**config.mk**
```make
export PLATFORM = sky130hd
export DESIGN_NAME = dmem_arbiter
export DESIGN_NICKNAME = d
export VERILOG_FILES = /design/src/rtl/dmem_pkg.sv /design/src/rtl/dmem_rr_pick.sv /design/src/rtl/dmem_arbiter.sv
export SDC_FILE = /design/constraint.sdc
export NUM_CORES = 1
export LEC_CHECK = 0
export CAP_MARGIN = 30
export CORE_MARGIN = 3
export CORE_UTILIZATION = 40
export CTS_CLUSTER_DIAMETER = 200
export DETAILED_ROUTE_END_ITERATION = 16
export HOLD_SLACK_MARGIN = 0.06
export PLACE_DENSITY = 0.87
export SYNTH_ARGS = -nofsm -noshare
export SYNTH_HDL_FRONTEND = slang
export SYNTH_SLANG_ARGS = --single-unit
```
**constraint.sdc**
```tcl
create_clock -name clk -period 4.1 [get_ports clk]
set_input_delay 0.615 -clock clk [delete_from_list [all_inputs] [get_ports clk]]
set_output_delay 0.615 -clock clk [all_outputs]
set_load 0.01 [all_outputs]
```
**src/rtl/dmem_pkg.sv**
```systemverilog
// Shared types and constants for the data-memory arbiter.
package dmem_pkg;

    localparam int WORD_W = 32;

    typedef enum logic {
        IDLE   = 1'b0,
        ACCESS = 1'b1
    } state_t;

    typedef enum logic {
        CORE  = 1'b0,
        DEBUG = 1'b1
    } req_id_t;

endpackage

```
**src/rtl/dmem_rr_pick.sv**
```systemverilog
// Two-way selector: debug has strict priority while the core is halted,
// otherwise contention alternates based on the previous winner.
module dmem_rr_pick
    import dmem_pkg::*;
(
    input  logic       [1:0] reqs,        // bit 0 = core, bit 1 = debug
    input  logic             dbg_halted,
    input  req_id_t          last_winner,
    output logic       [1:0] grant        // one-hot, same bit order as reqs
);

    // Combinational pick of at most one requester.
    always_comb begin
        grant = 2'b00;
        if (dbg_halted) begin
            // A halted core is never served; only the debug port may win.
            grant = {reqs[1], 1'b0};
        end else if (reqs[0] && reqs[1]) begin
            grant = (last_winner == DEBUG) ? 2'b01 : 2'b10;
        end else if (reqs[0]) begin
            grant = 2'b01;
        end else if (reqs[1]) begin
            grant = 2'b10;
        end
    end

endmodule

```
**src/rtl/dmem_arbiter.sv**
```systemverilog
// Arbitrates core and debug ports onto a single-ported data memory.
// One transaction takes two cycles: grant in IDLE, memory access in ACCESS;
// the response is registered at the end of ACCESS.
module dmem_arbiter
    import dmem_pkg::*;
#(
    parameter int MEM_WORDS = 32
) (
    input  logic        clk,
    input  logic        rst,
    input  logic        c_req,
    input  logic        c_we,
    input  logic [31:0] c_addr,
    input  logic [31:0] c_wdata,
    output logic        c_gnt,
    output logic        c_rvalid,
    output logic        c_err,
    output logic [31:0] c_rdata,
    input  logic        d_req,
    input  logic        d_we,
    input  logic [31:0] d_addr,
    input  logic [31:0] d_wdata,
    output logic        d_gnt,
    output logic        d_rvalid,
    output logic        d_err,
    output logic [31:0] d_rdata,
    input  logic        dbg_halted,
    output logic        mem_read,
    output logic        mem_write,
    output logic [31:0] mem_addr,
    output logic [31:0] write_data,
    input  logic [31:0] mem_out
);

    localparam logic [29:0] MEM_WORDS_W = 30'(MEM_WORDS);

    state_t              state_reg;
    req_id_t             last_winner_reg;
    req_id_t             cmd_id_reg;
    logic                cmd_we_reg;
    logic                cmd_err_reg;
    logic [WORD_W-1:0]   cmd_addr_reg;
    logic [WORD_W-1:0]   cmd_wdata_reg;

    logic [1:0]          reqs;
    logic [1:0]          pick;
    logic [1:0]          grant;
    req_id_t             win_id;
    logic                win_we;
    logic [WORD_W-1:0]   win_addr;
    logic [WORD_W-1:0]   win_wdata;
    logic                win_err;
    logic                access_live;

    logic                rvalid_reg [2];
    logic                err_reg    [2];
    logic [WORD_W-1:0]   rdata_reg  [2];

    assign reqs = {d_req, c_req};

    dmem_rr_pick u_pick (
        .reqs        (reqs),
        .dbg_halted  (dbg_halted),
        .last_winner (last_winner_reg),
        .grant       (pick)
    );

    // Grants only exist in IDLE and never while reset is held.
    assign grant = (state_reg == IDLE && !rst) ? pick : 2'b00;
    assign c_gnt = grant[0];
    assign d_gnt = grant[1];

    assign win_id    = grant[1] ? DEBUG : CORE;
    assign win_we    = grant[1] ? d_we    : c_we;
    assign win_addr  = grant[1] ? d_addr  : c_addr;
    assign win_wdata = grant[1] ? d_wdata : c_wdata;
    // Misaligned or out-of-range accesses never reach the memory.
    assign win_err   = (win_addr[1:0] != 2'b00) || (win_addr[31:2] >= MEM_WORDS_W);

    // Memory is only driven in a live ACCESS cycle; a reset in ACCESS kills it.
    assign access_live = (state_reg == ACCESS) && !rst;
    assign mem_read    = access_live && !cmd_we_reg && !cmd_err_reg;
    assign mem_write   = access_live &&  cmd_we_reg && !cmd_err_reg;
    assign mem_addr    = access_live ? {2'b00, cmd_addr_reg[31:2]} : '0;
    assign write_data  = access_live ? cmd_wdata_reg : '0;

    // Arbitration FSM: capture the winner's command at the grant edge.
    always_ff @(posedge clk) begin
        if (rst) begin
            state_reg       <= IDLE;
            last_winner_reg <= DEBUG;
            cmd_id_reg      <= CORE;
            cmd_we_reg      <= 1'b0;
            cmd_err_reg     <= 1'b0;
            cmd_addr_reg    <= '0;
            cmd_wdata_reg   <= '0;
        end else begin
            case (state_reg)
                IDLE: begin
                    if (grant != 2'b00) begin
                        cmd_id_reg      <= win_id;
                        cmd_we_reg      <= win_we;
                        cmd_err_reg     <= win_err;
                        cmd_addr_reg    <= win_addr;
                        cmd_wdata_reg   <= win_wdata;
                        last_winner_reg <= win_id;
                        state_reg       <= ACCESS;
                    end
                end
                ACCESS: begin
                    state_reg <= IDLE;
                end
                default: begin
                    state_reg <= IDLE;
                end
            endcase
        end
    end

    // Per-port response registers: one-cycle rvalid, rdata held until the next response.
    for (genvar gi = 0; gi < 2; gi++) begin : g_resp
        localparam logic PORT_BIT = (gi == 1);

        // Register the response of the access that completes this cycle.
        always_ff @(posedge clk) begin
            if (rst) begin
                rvalid_reg[gi] <= 1'b0;
                err_reg[gi]    <= 1'b0;
                rdata_reg[gi]  <= '0;
            end else if (state_reg == ACCESS && cmd_id_reg == req_id_t'(PORT_BIT)) begin
                rvalid_reg[gi] <= 1'b1;
                err_reg[gi]    <= cmd_err_reg;
                rdata_reg[gi]  <= (cmd_err_reg || cmd_we_reg) ? '0 : mem_out;
            end else begin
                rvalid_reg[gi] <= 1'b0;
                err_reg[gi]    <= 1'b0;
            end
        end
    end

    assign c_rvalid = rvalid_reg[0];
    assign c_err    = err_reg[0];
    assign c_rdata  = rdata_reg[0];
    assign d_rvalid = rvalid_reg[1];
    assign d_err    = err_reg[1];
    assign d_rdata  = rdata_reg[1];

endmodule

```
# Yosys cells after proc, flatten, opt, wreduce, memory -nomap -nowiden
# Memories as Yosys holds them, arrays and structs flattened.
# Cells that the tools add are included.
dict set report op_classes {
  shift 0
  reduce_logical 17
  n_mux 39
  addsub 0
  eq_ne 0
  n_bitwise 12
  multipliers 0
  n_lt_le_gt_ge 1
  div 0
}
# op count
set op_table {}
lappend op_table {{$mux W32} 6}
lappend op_table {{$ge A30 B6 Y1 const B} 1}
lappend op_table {{$mux W30} 1}
lappend op_table {{$mux W1} 25}
lappend op_table {{$mux W2} 6}
lappend op_table {{$or A1 B1 Y1} 10}
lappend op_table {{$logic_and A1 B1 Y1} 9}
lappend op_table {{$reduce_bool A2 Y1} 2}
lappend op_table {{$logic_not A1 Y1} 3}
lappend op_table {{$logic_or A1 B1 Y1} 2}
lappend op_table {{$not A1 Y1} 2}
lappend op_table {{$pmux W1 S2} 1}
lappend op_table {{$reduce_and A2 Y1} 1}
dict set report word_totals {
  n_memories 3
  inputBits 167
  latchBits 0
  elab_cells 79
  ramBits 68
  output_inout_bits 136
  rom_bits 0
  ff_bits 69
}
# memory words word_bits read_ports rd_clocked_by_memory_dff write_ports line
set mem_list {}
lappend mem_list {rdata_reg 2 32 2 0 2 dmem_arbiter.sv:57} ;# logic [WORD_W-1:0] rdata_reg [2];
lappend mem_list {err_reg 2 1 2 0 2 dmem_arbiter.sv:56} ;# logic err_reg [2];
lappend mem_list {rvalid_reg 2 1 2 0 2 dmem_arbiter.sv:55} ;# logic rvalid_reg [2];

# Depth between registers and ports, before layout
dict set report depth {
  word_depth 8
  ltp_mapped 9
  depth_no_buf 7
}

# By module
# From an unflattened synthesis, not the netlist that was laid out.
dict set report hier_totals {
  cells_unflattened 623
  hier_area_um2 6155.9
}
# module area_each_um2 seq_area_each_um2 cells_per_inst n_inst
set by_module_without_submodules {}
lappend by_module_without_submodules {dmem_arbiter 6132.1 3383.2 619 1}
lappend by_module_without_submodules {dmem_rr_pick 23.8 0.0 4 1}

# Least setup slack after synthesis
# No wires, ideal clock.
dict set report synth_timing {
  path_type {input to register}
  from {input port rst}
  to {memory rdata_reg[1][0] (enable)}
  n_path_buf 2
  arrival_ns 1.878
  stages 3
  setup_time_ns 0.394
  slack_ns 1.828
  required_ns 3.706
  cell_sequence {buf_4 -> clkbuf_1 -> nand2b_1}
}
# item line
set synth_lines {}
lappend synth_lines {{start: declaration} dmem_arbiter.sv:10} ;# input logic rst,
lappend synth_lines {{end: declaration} dmem_arbiter.sv:57}

# Worst setup path in the final report
dict set report layout_timing {
  from {register state_reg}
  to {output port write_data[1]}
}
dict set report layout_between {
  elab_chain_len 2
}
# item line
set layout_lines {}
lappend layout_lines {{start: declaration} dmem_arbiter.sv:37} ;# state_t state_reg;
lappend layout_lines {{start signal: assignment} dmem_arbiter.sv:90} ;# state_reg <= IDLE;
lappend layout_lines {{start signal: assignment} dmem_arbiter.sv:107} ;# state_reg <= ACCESS;
lappend layout_lines {{start signal: assignment} dmem_arbiter.sv:111} ;# state_reg <= IDLE;
lappend layout_lines {{$logic_and A1 B1 Y1} dmem_arbiter.sv:81} ;# assign access_live = (state_reg == ACCESS) && !rst;
lappend layout_lines {{$mux W32} dmem_arbiter.sv:85} ;# assign write_data = access_live ? cmd_wdata_reg : '0;
lappend layout_lines {{end: declaration} dmem_arbiter.sv:31} ;# output logic [31:0] write_data,
# Every way passes these cells.

==> flow_metrics.tcl <==
set metrics [dict create \
    hold_buffers 0 \
    endpoint "write_data[1]" \
    grtUsageTotal_pct 21.52 \
    power_density_nw_per_um2 356.6 \
    final.setup.tns_ps 0 \
    drtIter0Drc 291 \
    drc_errors 0 \
    clk_path_buf_depth 2 \
    syn_avg_cell_area_um2 10.27 \
    routed_wirelength_mm 18.25 \
    synth_xor_area_share_pct 0 \
    fillers 1085 \
    cts-resized-gates 0 \
    core_um2 14200 \
    power_uw 3401 \
    synth_cell_types 37 \
    clk_latency_ps 410 \
    dr.pass1.iters 5 \
    multi_input_area_um2 2301 \
    hp-class "flop to flop" \
    reg2reg_depth 5 \
    cts_tree "done" \
    max-vdd-ir-drop_mv 0.2439 \
    start_util_pct 41.70 \
    criticalPathCategory "flop to output pin" \
    wl_per_cell_um 17.35 \
    largest_register_ffs 64 \
    ys_seq_area_share_pct 57.12 \
    syn-cell-area_um2 5923 \
    die_y_um 127.7 \
    status "finished clean" \
    io_buffers 300 \
    final_hold_viol_count 0 \
    seqCellArea_um2 3383 \
    maxCapViolations 0 \
    grt_max_degree 70 \
    area_growth_pct 61.03 \
    cts_setup_buffers 0 \
    leakagePower_uw 0.003656 \
    post-place-ws_ps 1209 \
    fin_ws_ps 1137 \
    synth_simple_gate_area_share_pct 24.33 \
    slew_headroom_pct 47.14 \
    crit_path_start "state_reg" \
    antenna_cells 0 \
    synthAdderAreaFrac_pct 0 \
    reg2reg_to "rdata_reg[0][24]" \
    root_buffer "clkbuf_16" \
    rsz0062_at_grt "no" \
    grt_pass1_vias 5260 \
    synth_seq_cells 135 \
    min_period_ps 2963 \
    rows 43 \
    io_pins 303 \
    cp.required_ps 3480 \
    layout-drive-gt1-share_pct 6.881 \
    cts_buffers 17 \
    clock-sinks 135 \
    path_clk_slew_ps 50 \
    critPathMaxFanout 36 \
    yosysWarnings 0 \
    worst_slew_pin_slew_ps 792.9 \
    cp.arrival_ps 2350 \
    vias_per_cell 5.159 \
    dieWidth_um 127.7 \
    synth_compound_gate_area_share_pct 13.67 \
    gr-total-overflow 0 \
    worstHoldStart "cmd_wdata_reg[29]" \
    setup_viol 0 \
    fin_skew_ps 9.748 \
    dp.final_hpwl_mm 13.33 \
    nets 1026 \
    via_count 5427 \
    synthCells 577 \
    crit_path_start_kind "flop" \
    place.gp.congestion 0.8327 \
    endpoint_kind "output pin" \
    final_cell_area_um2 9538 \
    fin_hold_ws_ps 448.2 \
    die_area_um2 16300 \
    synth_top_family_by_area "simple AND/OR/NAND/NOR gates" \
    antenna_found_initial 0 \
    maxSlewViolCount 0 \
    drtAntennaViolNets 0 \
    period_share_pct 72.27 \
    max_freq_mhz 337.5 \
    synth.area.mux_share_pct 0.1690 \
    cts-htree-levels 4 \
    reg2reg_from "state_reg" \
    r2r_setup_slack_ps 2020 \
    grt_pass1_wl_mm 27.55 \
    placed_area_um2 9035 \
]
[cells by family after synthesis]
family          count (synthesis)
flops                         135
compound gates                108
other cells                     2
mux                             1
buf+inv                        57
simple gates                  274
[through the flow]
step	utilization, %	std cells
global placement	63.50	1019
detailed placement	63.61	1020
global route	67.15	1052
CTS	67.15	1052
floorplan	-	581
finish	67.15	1052
[cell type report]
class	count	share of cell area [%]
clock inverter	10	0.6166
sequential	135	35.47
timing repair buffer	312	32.59
clock buffer	22	4.657
tap	180	2.361
inverter	4	0.1837
multi-input combinational	389	24.12
[how the worst min path moves through the flow]
stage	end	slack, ps	depth (start not counted)
2_1_floorplan	cmd_addr_reg[2]	430	2
3_3_place_gp	cmd_wdata_reg[24]	440	2
3_5_place_dp	cmd_wdata_reg[4]	440	2
4_1_cts	cmd_wdata_reg[4]	450	2
5_1_grt	cmd_wdata_reg[29]	470	2
6_report	cmd_wdata_reg[29]	450	2
[cells in the final DEF, fill, tap and decap left out, types with 2 or more instances in the layout]
cell               n
dfxtp_1           67
inv_2              2
a311oi_2          10
buf_4             10
a22oi_1           38
edfxtp_1          68
and3_1            65
clkinvlp_4         2
a311oi_1          16
nand2_1           90
clkbuf_16         17
nor2_4             2
nor2_2             2
a21oi_1           38
clkdlybuf4s50_1  299
conb_1             6
clkinv_2           7
nor4_1            12
nand3_1            3
nand2b_1           2
nor2_1            27
clkbuf_1           5
and2_1            65
[cells in the mapped netlist]
cell | instances | area (um^2)
a21o_1 | 1 | 7.510
a21oi_1 | 38 | 190.2
buf_4 | 4 | 30.03
inv_4 | 1 | 6.260
and3_1 | 65 | 406.6
nor2_4 | 1 | 11.26
and2_1 | 65 | 406.6
buf_1 | 3 | 11.26
o32ai_1 | 1 | 8.760
dfxtp_1 | 67 | 1341
mux2i_1 | 1 | 10.01
nand4_1 | 1 | 6.260
buf_2 | 14 | 70.07
inv_1 | 1 | 3.750
nor2_1 | 29 | 108.9
a211o_1 | 1 | 8.760
inv_2 | 2 | 7.510
nand3b_1 | 1 | 7.510
o31ai_1 | 1 | 7.510
edfxtp_1 | 68 | 2042
conb_1 | 2 | 7.510
a22oi_1 | 38 | 285.3
nand4b_2 | 1 | 15.01
buf_6 | 3 | 33.78
nand2b_1 | 2 | 12.51
a311oi_2 | 10 | 150.1
nor4_1 | 12 | 75.07
nand3_1 | 3 | 15.01
nand2_1 | 90 | 337.8
nor2b_1 | 1 | 6.260
clkbuf_1 | 29 | 108.9
nor2_2 | 1 | 6.260
and3b_1 | 1 | 8.760
nand3_4 | 1 | 17.52
o21ai_0 | 1 | 5.000
a311oi_1 | 16 | 140.1
o22ai_1 | 1 | 6.260
[where the power goes]
part | switching [uW] | internal, uW
Sequential | 41.4 | 1520
Clock | 539 | 764
Combinational | 238 | 302
Total | 818 | 2580
[per-layer routing]
metal	global-route usage (%)	part of all wire, %	vias to the layer above
li1	-	-	2627
met1	25.57	38	2499
met2	37.01	50	268
met3	6.375	9.2	33
met4	7.865	2.3	0
met5	0	0	-
[worst max-delay path, cell delays in order, from the launching register on]
cell             delay (ps)
dfxtp_1                 420
nor2b_4                 560
buf_12                  250
and2_1                  150
clkdlybuf4s50_1         540
(Power assumes the default switching activity.)
